## src/rtl/dev_trace_pkg.sv

```systemverilog
// Shared record layout and helpers for the device register trace block.
// Latency: n/a (types and constants only).
// Backpressure: n/a.
package dev_trace_pkg;

    // 56-bit record, MSB first: stamp, src, type, hi, lo, reg, data.
    // The source field keeps only the two low bits of the device index.
    localparam int REC_W     = 56;
    localparam int STAMP_MSB = 55;
    localparam int STAMP_LSB = 24;
    localparam int SRC_MSB   = 23;
    localparam int SRC_LSB   = 22;
    localparam int TYPE_BIT  = 21;
    localparam int HI_BIT    = 20;
    localparam int LO_BIT    = 19;
    localparam int REG_MSB   = 18;
    localparam int REG_LSB   = 16;
    localparam int DATA_MSB  = 15;
    localparam int DATA_LSB  = 0;

    localparam logic EV_READ  = 1'b0;
    localparam logic EV_WRITE = 1'b1;

    typedef struct packed {
        logic [31:0] stamp;
        logic [1:0]  src;
        logic        typ;
        logic        hi;
        logic        lo;
        logic [2:0]  rsel;
        logic [15:0] data;
    } trace_rec_t;

    function automatic trace_rec_t make_rec(
        input logic [31:0] stamp,
        input logic [1:0]  src,
        input logic        typ,
        input logic        hi,
        input logic        lo,
        input logic [2:0]  rsel,
        input logic [15:0] data
    );
        trace_rec_t r;
        r.stamp = stamp;
        r.src   = src;
        r.typ   = typ;
        r.hi    = hi;
        r.lo    = lo;
        r.rsel  = rsel;
        r.data  = data;
        return r;
    endfunction

endpackage

```

## src/rtl/trace_fifo.sv

```systemverilog
// Synchronous show-ahead FIFO: head word is presented whenever not empty.
// Latency: a pushed word is visible on pop_dat the cycle after the push edge.
// Backpressure: push ignored while full (even with a same-cycle pop); pop ignored while empty.
// Ports: push/push_dat write side, pop/pop_dat read side, full/empty/count status.
module trace_fifo #(
    parameter int DEPTH = 16,
    parameter int W     = 56
) (
    input  logic                     clk,
    input  logic                     rst_n,
    input  logic                     push,
    input  logic [W-1:0]             push_dat,
    input  logic                     pop,
    output logic [W-1:0]             pop_dat,
    output logic                     full,
    output logic                     empty,
    output logic [$clog2(DEPTH):0]   count
);
    localparam int AW = $clog2(DEPTH);

    logic [W-1:0]  mem [DEPTH];
    logic [AW-1:0] wptr;
    logic [AW-1:0] rptr;
    logic          do_push;
    logic          do_pop;

    assign full    = (count == (AW+1)'(DEPTH));
    assign empty   = (count == '0);
    assign do_push = push & ~full;
    assign do_pop  = pop & ~empty;

    // Storage is not reset; the output is forced to zero while empty instead.
    assign pop_dat = empty ? '0 : mem[rptr];

    always_ff @(posedge clk) begin
        if (do_push) begin
            mem[wptr] <= push_dat;
        end
    end

    always_ff @(posedge clk or negedge rst_n) begin
        if (!rst_n) begin
            wptr  <= '0;
            rptr  <= '0;
            count <= '0;
        end else begin
            if (do_push) begin
                wptr <= wptr + 1'b1;
            end
            if (do_pop) begin
                rptr <= rptr + 1'b1;
            end
            case ({do_push, do_pop})
                2'b10:   count <= count + 1'b1;
                2'b01:   count <= count - 1'b1;
                default: count <= count;
            endcase
        end
    end

endmodule

```

## src/rtl/dev_reg_trace_arb.sv

```systemverilog
// Captures completed device register reads/writes as timestamped records, round-robin into a FIFO.
// Latency: strobe fall sampled at edge k loads pending; edge k+1 pushes; trcVALID high after k+1.
// Backpressure: trcVALID/trcREADY drain; full FIFO stalls grants; a second event on a busy pending slot is dropped and flagged in ovfl.
// Ports: clk/rst_n; trcEN capture enable; dev* strobes, lanes and write data; reg* addressed value/index;
//        trcDATA/trcVALID/trcREADY drain; ovfl/ovflCLR sticky drop flags; fifoCNT occupancy.
module dev_reg_trace_arb
    import dev_trace_pkg::*;
#(
    parameter int NDEV  = 4,
    parameter int DEPTH = 16
) (
    input  logic                     clk,
    input  logic                     rst_n,
    input  logic                     trcEN,
    input  logic [NDEV-1:0]          devRD,
    input  logic [NDEV-1:0]          devWR,
    input  logic [NDEV-1:0]          devHIBYTE,
    input  logic [NDEV-1:0]          devLOBYTE,
    input  logic [NDEV*16-1:0]       devDATA,
    input  logic [NDEV*16-1:0]       regVAL,
    input  logic [NDEV*3-1:0]        regSEL,
    output logic [REC_W-1:0]         trcDATA,
    output logic                     trcVALID,
    input  logic                     trcREADY,
    output logic [NDEV-1:0]          ovfl,
    input  logic                     ovflCLR,
    output logic [$clog2(DEPTH):0]   fifoCNT
);
    logic [31:0]     stamp;
    logic [NDEV-1:0] last_rd, last_wr;
    logic [NDEV-1:0] rd_ev, wr_ev, wr_start, ev, drop;
    logic [15:0]     sh_data [NDEV];
    logic [2:0]      sh_reg  [NDEV];
    logic [NDEV-1:0] sh_hi, sh_lo;
    trace_rec_t      new_rec  [NDEV];
    trace_rec_t      pend_rec [NDEV];
    logic [NDEV-1:0] pend_vld;
    logic [NDEV-1:0] gnt;
    logic [2:0]      rr_ptr, gnt_idx, cand;
    logic            gnt_vld;
    logic [7:0]      pend_x;
    trace_rec_t      push_rec;
    logic            fifo_full, fifo_empty;

    assign rd_ev    = last_rd & ~devRD;
    assign wr_ev    = last_wr & ~devWR;
    assign wr_start = ~last_wr & devWR;
    assign ev       = {NDEV{trcEN}} & (rd_ev | wr_ev);
    // A granted slot is freed in the same cycle, so it can accept a new event.
    assign drop     = ev & pend_vld & ~gnt;

    // Reads take live lanes/index/value; writes replay what was latched at write start.
    always_comb begin
        for (int i = 0; i < NDEV; i++) begin
            new_rec[i] = make_rec(stamp, 2'(i),
                                  wr_ev[i] ? EV_WRITE : EV_READ,
                                  wr_ev[i] ? sh_hi[i]   : devHIBYTE[i],
                                  wr_ev[i] ? sh_lo[i]   : devLOBYTE[i],
                                  wr_ev[i] ? sh_reg[i]  : regSEL[3*i +: 3],
                                  wr_ev[i] ? sh_data[i] : regVAL[16*i +: 16]);
        end
    end

    // Round-robin search starting at rr_ptr; nothing is granted while the FIFO is full.
    always_comb begin
        pend_x             = '0;
        pend_x[NDEV-1:0]   = pend_vld;
        gnt_vld            = 1'b0;
        gnt_idx            = '0;
        cand               = '0;
        if (!fifo_full) begin
            for (int k = 0; k < NDEV; k++) begin
                cand = 3'((int'(rr_ptr) + k) % NDEV);
                if (!gnt_vld && pend_x[cand]) begin
                    gnt_vld = 1'b1;
                    gnt_idx = cand;
                end
            end
        end
    end

    always_comb begin
        push_rec = '0;
        for (int i = 0; i < NDEV; i++) begin
            gnt[i] = gnt_vld && (gnt_idx == 3'(i));
            if (gnt[i]) begin
                push_rec = pend_rec[i];
            end
        end
    end

    always_ff @(posedge clk or negedge rst_n) begin
        if (!rst_n) begin
            stamp   <= '0;
            last_rd <= '0;
            last_wr <= '0;
        end else begin
            stamp   <= stamp + 32'd1;
            last_rd <= devRD;
            last_wr <= devWR;
        end
    end

    always_ff @(posedge clk or negedge rst_n) begin
        if (!rst_n) begin
            pend_vld <= '0;
            sh_hi    <= '0;
            sh_lo    <= '0;
            ovfl     <= '0;
            rr_ptr   <= '0;
            for (int i = 0; i < NDEV; i++) begin
                pend_rec[i] <= '0;
                sh_data[i]  <= '0;
                sh_reg[i]   <= '0;
            end
        end else begin
            for (int i = 0; i < NDEV; i++) begin
                // Shadow is captured regardless of trcEN so a write that
                // straddles an enable change still reports its start data.
                if (wr_start[i]) begin
                    sh_data[i] <= devDATA[16*i +: 16];
                    sh_reg[i]  <= regSEL[3*i +: 3];
                    sh_hi[i]   <= devHIBYTE[i];
                    sh_lo[i]   <= devLOBYTE[i];
                end
                if (ev[i] && (!pend_vld[i] || gnt[i])) begin
                    pend_rec[i] <= new_rec[i];
                    pend_vld[i] <= 1'b1;
                end else if (gnt[i]) begin
                    pend_vld[i] <= 1'b0;
                end
            end
            // A drop in the same cycle as a clear keeps its bit set.
            ovfl <= (ovflCLR ? '0 : ovfl) | drop;
            if (gnt_vld) begin
                rr_ptr <= (gnt_idx == 3'(NDEV-1)) ? 3'd0 : gnt_idx + 3'd1;
            end
        end
    end

    trace_fifo #(
        .DEPTH (DEPTH),
        .W     (REC_W)
    ) u_fifo (
        .clk      (clk),
        .rst_n    (rst_n),
        .push     (gnt_vld),
        .push_dat (push_rec),
        .pop      (trcVALID & trcREADY),
        .pop_dat  (trcDATA),
        .full     (fifo_full),
        .empty    (fifo_empty),
        .count    (fifoCNT)
    );

    assign trcVALID = ~fifo_empty;

endmodule

```

## config.mk

```make
export PLATFORM = sky130hd
export DESIGN_NAME = dev_reg_trace_arb
export DESIGN_NICKNAME = d
export VERILOG_FILES = /design/src/rtl/dev_trace_pkg.sv /design/src/rtl/trace_fifo.sv /design/src/rtl/dev_reg_trace_arb.sv
export SDC_FILE = /design/constraint.sdc
export NUM_CORES = 2
export LEC_CHECK = 0
export CAP_MARGIN = 25
export CORE_UTILIZATION = 55
export DETAILED_ROUTE_END_ITERATION = 16
export GPL_TIMING_DRIVEN = 0
export PLACE_DENSITY = 0.76
export SYNTH_ARGS = -nofsm -noshare
export SYNTH_HDL_FRONTEND = slang
export SYNTH_SLANG_ARGS = --single-unit
```

## constraint.sdc

```tcl
create_clock -name clk -period 5.95 [get_ports clk]
set_input_delay 1.785 -clock clk [delete_from_list [all_inputs] [get_ports clk]]
set_output_delay 1.785 -clock clk [all_outputs]
set_load 0.01 [all_outputs]
```

After elaboration in Yosys (flattened, before gate mapping) --
Memories as Yosys holds them, arrays and structs flattened. Cells that the tools add are included.
Cells by class: multipliers 0, div/mod/pow operators 0, order comparisons 4, bitwise operators 20, $add $sub $neg 9, reduce and logical (&&, ||, !) cells 32, equality and inequality tests 6, muxes and demuxes 59, shift-type cells 0
Operators with widths (count):
- 2-to-1 mux 56 bit | 5
- 2-to-1 mux 16 bit | 4
- 2-to-1 mux 1 bit | 34
- adder 32 x 1 -> 32 bit (second input constant) | 1
- bitwise AND 4 bit | 6
- 2-to-1 mux 3 bit | 8
- inverter 4 bit | 4
- < comparator 3 x 4 -> 1 bit (second input constant) | 3
- logical AND 1 bit | 11
- one-hot mux 5 bit (2 select lines) | 1
- nonzero test 2 bit | 5
- binary-select mux 1 bit (select 3 bit) | 3
- adder 4 x 1 -> 4 bit (second input constant) | 2
- OR 4 bit | 2
- logical NOT 1 bit | 7
- == test 3 x 2 -> 1 bit (second input constant) | 2
- OR reduction 2 bit | 3
- adder 5 x 1 -> 5 bit (second input constant) | 1
- == test 5 bit (second input constant) | 1
- logical NOT 5 bit | 1
- subtractor 5 x 1 -> 5 bit (second input constant) | 1
- adder 2 x 1 -> 2 bit (second input constant) | 2
- adder 2 bit (second input constant) | 2
- logical OR 1 bit | 4
- 11 further kinds | 17
Storage, ports and cells: output and inout port bits 66, memories 1, input bits 161, flip-flop bits (word level) 366, RAM bits 896, word-level logic and storage cells 186, memory bits (read-only) 0, bits in latches 0
Memory list:
- u_fifo.mem | depth 16, width 56, rd ports 1, clocked after memory_dff 0, wr ports 1, RTL line trace_fifo.sv:21 | logic [W-1:0] mem [DEPTH];

Longest topological paths before layout --
depth in word-level cells 22, mapped depth 14

Modules after synthesis --
A second synthesis with hierarchy kept.
Unflattened totals: cell total of the unflattened synthesis 2983, area total of the unflattened synthesis 52136.3 µm²
By module, submodules not included:
- trace_fifo | cells an instance 1626, area each 36102.1 µm², instances 1
- dev_reg_trace_arb | cells an instance 1357, area each 16034.1 µm², instances 1

Worst setup path after synthesis --
Ideal clock, no wire load.
kind register to register, start register u_fifo.count[2], end memory u_fifo.mem[4][0] (enable), setup slack -94 ps, clock period less this slack 6044 ps, cell stages (with the launch flop) 7, data required time 5400 ps, data arrival time 5494 ps, path buffers 2, cell sequence dfrtp_1 -> buf_2 -> nor4_2 -> a21oi_2 -> clkbuf_1 -> nand2_1 -> nor3b_1
Between the ends: cells in the longest elaborated chain, start to end 5
Ends and longest elaborated chain:
- start: declaration | RTL line trace_fifo.sv:17 | output logic [$clog2(DEPTH):0] count
- start signal: assignment | RTL line trace_fifo.sv:54 | 2'b10: count <= count + 1'b1;
- start signal: assignment | RTL line trace_fifo.sv:55 | 2'b01: count <= count - 1'b1;
- start signal: assignment | RTL line trace_fifo.sv:56 | default: count <= count;
- == test 5 bit * | RTL line trace_fifo.sv:27 | assign full = (count == (AW+1)'(DEPTH));
- 2-to-1 mux 1 bit / inverter 1 bit (equally long branches) | RTL line dev_reg_trace_arb.sv:71, trace_fifo.sv:29
- bitwise AND 1 bit * | RTL line trace_fifo.sv:29 | assign do_push = push & ~full;
- 2-to-1 mux 1 bit * | RTL line trace_fifo.sv:36 | if (do_push) begin
- 2-to-1 mux 1 bit (not written as such) * | RTL line trace_fifo.sv:37 | mem[wptr] <= push_dat;
- end: declaration | RTL line trace_fifo.sv:21
Every way passes the cells marked *; elsewhere a longest branch is shown, timed or not.

Worst setup path in the final report --
start register u_fifo.rptr[1], end output port trcDATA[38]
Between the ends: cells in the longest elaborated chain, start to end 2
Ends and longest elaborated chain:
- start: declaration | RTL line trace_fifo.sv:23 | logic [AW-1:0] rptr;
- start signal: assignment | RTL line trace_fifo.sv:51 | rptr <= rptr + 1'b1;
- memory read (16 x 56 bit)
- 2-to-1 mux 56 bit | RTL line trace_fifo.sv:33 | assign pop_dat = empty ? '0 : mem[rptr];
- end: declaration | RTL line dev_reg_trace_arb.sv:22 | output logic [REC_W-1:0] trcDATA,
Every way passes these cells.

==> flow_summary_export.csv <==
group,metric,value,unit
min_path,hold_class,"reg -> reg",
timing,report.final.slew_viol_count,0,
timing,fin_crit_sh,98.7,%
clocking,cts.hold.buffers_added,0,
finish,num-nets-final,3398,
routing,wl,129000,µm
grt,grt_pass1_wl,190000,µm
synth,yosys.area.top_type,"edfxtp_1",
synth,ys_types,53,
grt,track_usage,27.8,%
worst_setup_path,critPathArrivalTime,4.09,ns
floorplan,die_h,307,µm
worst_setup_path,r2r_slack,0.22,ns
power,p_total,36600,µW
floorplan,fp.dieW,307,µm
placed_design,dpl_cell_area,0.0557,mm²
synth,ys_top_cells_by_area,"edfxtp_1 53%, dfrtp_1 18%, mux4_2 12%, mux2_2 4.6%, mux2i_1 2.4%",
grt,grt_start_max_net_pins,129,
routing,wl_per_cell,28.3,µm
worst_setup_path,cp_max_fo,10,
worst_setup_path,setup.worst_path.start_class,"flop",
synth,synth_edf_count,896,
synth,synth_most_common_cell,"edfxtp_1",
worst_setup_path,crit_type,"reg -> out",
floorplan,placementRows,111,
finish,area_growth,17.8,%
floorplan,die-area,0.0940,mm²
timing,final-hold-violation-count,0,
routing,drc_errors,0,
routing,dr.pass1.iters,6,
grt,grt_pass1_vias,29500,
synth,syn_area_per_cell,18.1,µm²
clocking,cts_tree,"built",
placed_design,dp_hpwl,80900,µm
floorplan,core,0.0918,mm²
placed_design,portBuffers,226,
synth,synth.cell_area,0.0510,mm²
clocking,cts_resized,5,
grt,antenna_found_initial,7,
clocking,h-tree-depth,3,
synth,syn_nets,2986,
finish,fin_area,0.0601,mm²
timing,setup_viol,0,
min_path,worstHoldPathCells,1,
clocking,post_cts_buffers,0,
worst_setup_path,cp-end-kind,"output port",
placed_design,place.gp.congestion,0.902,
power,leakagePower,0.0217,µW
worst_setup_path,cp.required,4.16,ns
clocking,clockBufferDepth,3,
clocking,clock_latency,0.71,ns
finish,top_register,"u_fifo.mem",
clocking,cts_inserted_buffers,117,
power,swShare,34.6,%
synth,ys.flop_type,"edfxtp_1",
timing,final.setup_skew,0.0256,ns
power,internal_power,23900,µW
power,pwr_density_cell,609,mW/mm²
power,switching_power,12600,µW
floorplan,io_pins,227,
run_status,status,"complete, no violations",
power,peakVddDrop,0.571,mV
synth,synthArstFlopShare,29.0,%
job,maxCapViolCount,0,
worst_setup_path,rr_startpoint,"u_fifo.count[2]",
worst_setup_path,r2r.worst_path.cells,14,
clocking,cts_root_buf,"clkbuf_16",
power,power_frac_comb,39.0,%
routing,final_antenna_net_count,0,
clocking,clk_pin_slew,0.06,ns
finish,largest_register_ffs,896,
clocking,cts.sinks,1262,
floorplan,initial_core_util,55.6,%
synth,synth_warnings,0,
worst_setup_path,reg2reg_to,"u_fifo.mem[7][35]",
grt,overflow,0,
power,power_frac_seq,39.2,%
timing,slew_headroom,25.9,%
timing,rsz0062_at_grt,"false",
routing,vias_per_cell,6.23,
power,p_clk_share,21.7,%
synth,synth.top_cell.area_share,52.8,%
routing,drt_iter0_markers,3752,
finish,num-fill-cells,5917,
routing,vias,28400,
synth,synth.top_cells.by_count,"896 x edfxtp_1, 366 x dfrtp_1, 280 x mux4_2, 208 x mux2_2, 170 x nor2_1",
timing,fmax,170,MHz
worst_setup_path,crit_start,"u_fifo.rptr[1]",
finish,largest_registers,"u_fifo.mem: 896 flops, pend_rec: 219 flops, sh_data: 64 flops",
finish,final_layout_size_suffix_gt1_share,26.1,%
synth,yosysSeqAreaShare,70.7,%
synth,ys_seq_elements,1262,
timing,worstMarginPinSlew,1.11,ns
timing,finalCriticalPeriod,5.87,ns
worst_setup_path,cp-endpoint,"trcDATA[38]",
synth,postSynthCellCount,2812,
[layout by cell type (no fill, tap or decap), drive strengths merged, types with 4 or more instances in the layout]
cell,count
edfxtp,896
dfrtp,366
mux4,280
clkbuf,259
clkdlybuf4s50,225
mux2,217
nor2,170
a21oi,149
buf,125
mux2i,122
nand2,91
o21ai,68
and2,63
clkinv,39
and3b,38
xnor2,27
bufinv,22
a22oi,17
inv,16
clkinvlp,16
xor2,13
ha,13
nor2b,12
nand4,11
nand3,10
and4,8
and3,7
nor3,5
o22ai,5
nor3b,4
nor4,4
[routing by layer]
layer	GRT usage (%)	share of wire [%]
met1	36.9	38
met2	47.3	51
met3	4.53	8.6
met4	8.78	2.9
met5	0	0.019
[per-stage QoR]
stage | worst slack (ns) | setup TNS, ns | util [%] | std cells | hold slack, ns
floorplan | -0.0941 | -21.08 | - | 2812 | 0.439
global placement | -11.94 | -5698.01 | 59.7 | 4281 | 0.452
detailed placement | 0.163 | 0 | 60.6 | 4329 | 0.462
CTS | 0.0428 | 0 | 65.1 | 4546 | 0.476
global route | 0.00456 | 0 | 65.4 | 4567 | 0.500
finish | 0.0791 | 0 | 65.4 | 4567 | 0.476
[critical path: stages (launching register included)]
cell and delay, ns:
dfrtp_1 0.36, buf_2 0.31, buf_2 0.44, clkbuf_1 0.67
mux4_2 0.42, mux4_2 0.54, and2_1 0.18, clkdlybuf4s50_1 0.47
[power by group through the flow]
stage               clock network, µW  logic (µW)  registers [µW]
finish                           7950       14300           14400
global route                     8330       15000           14500
detailed placement                  0       13600           14500
CTS                              8000       13700           14400
floorplan                           0        7960           14300
global placement                    0       12600           14500
[layout make-up]
type | instances | area (µm²) | share of cell area (%)
clock buffer | 137 | 3100 | 5.16
inverter | 13 | 48.8 | 0.0812
multi-input combinational | 1358 | 14200 | 23.7
buffer | 179 | 825 | 1.37
antenna | 2 | 5.00 | 0.00833
clock inverter | 80 | 1000 | 1.66
sequential | 1262 | 36100 | 60.0
timing repair buffer | 293 | 3250 | 5.42
tap | 1243 | 1560 | 2.59
[logic make-up (layout without fill, tap and decap cells)]
kind of cell / Yosys count / count (layout) / share of synthesized area [%]
adder cells (fa/ha/maj): 13 / 13 / 0.319
buffers and inverters: 192 / 702 / 1.70
other: 0 / 2 / 0
multiplexers: 619 / 619 / 19.6
AO/OA/AOI/OAI: 250 / 250 / 2.66
AND/OR/NAND/NOR: 436 / 436 / 4.34
XOR/XNOR: 40 / 40 / 0.687
flip-flops: 1262 / 1262 / 70.7
[worst min path at each step]
| stage | start | end | slack (ns) |
|---|---|---|---|
| finish | pend_rec[79] | pend_rec[79] | 0.48 |
| global route | pend_rec[22] | pend_rec[22] | 0.50 |
| CTS | pend_rec[79] | pend_rec[79] | 0.48 |
| detailed placement | pend_rec[79] | pend_rec[79] | 0.46 |
| global placement | pend_rec[22] | pend_rec[22] | 0.45 |
| floorplan | pend_rec[134] | pend_rec[134] | 0.44 |
Power figures use the tool's default switching activity.
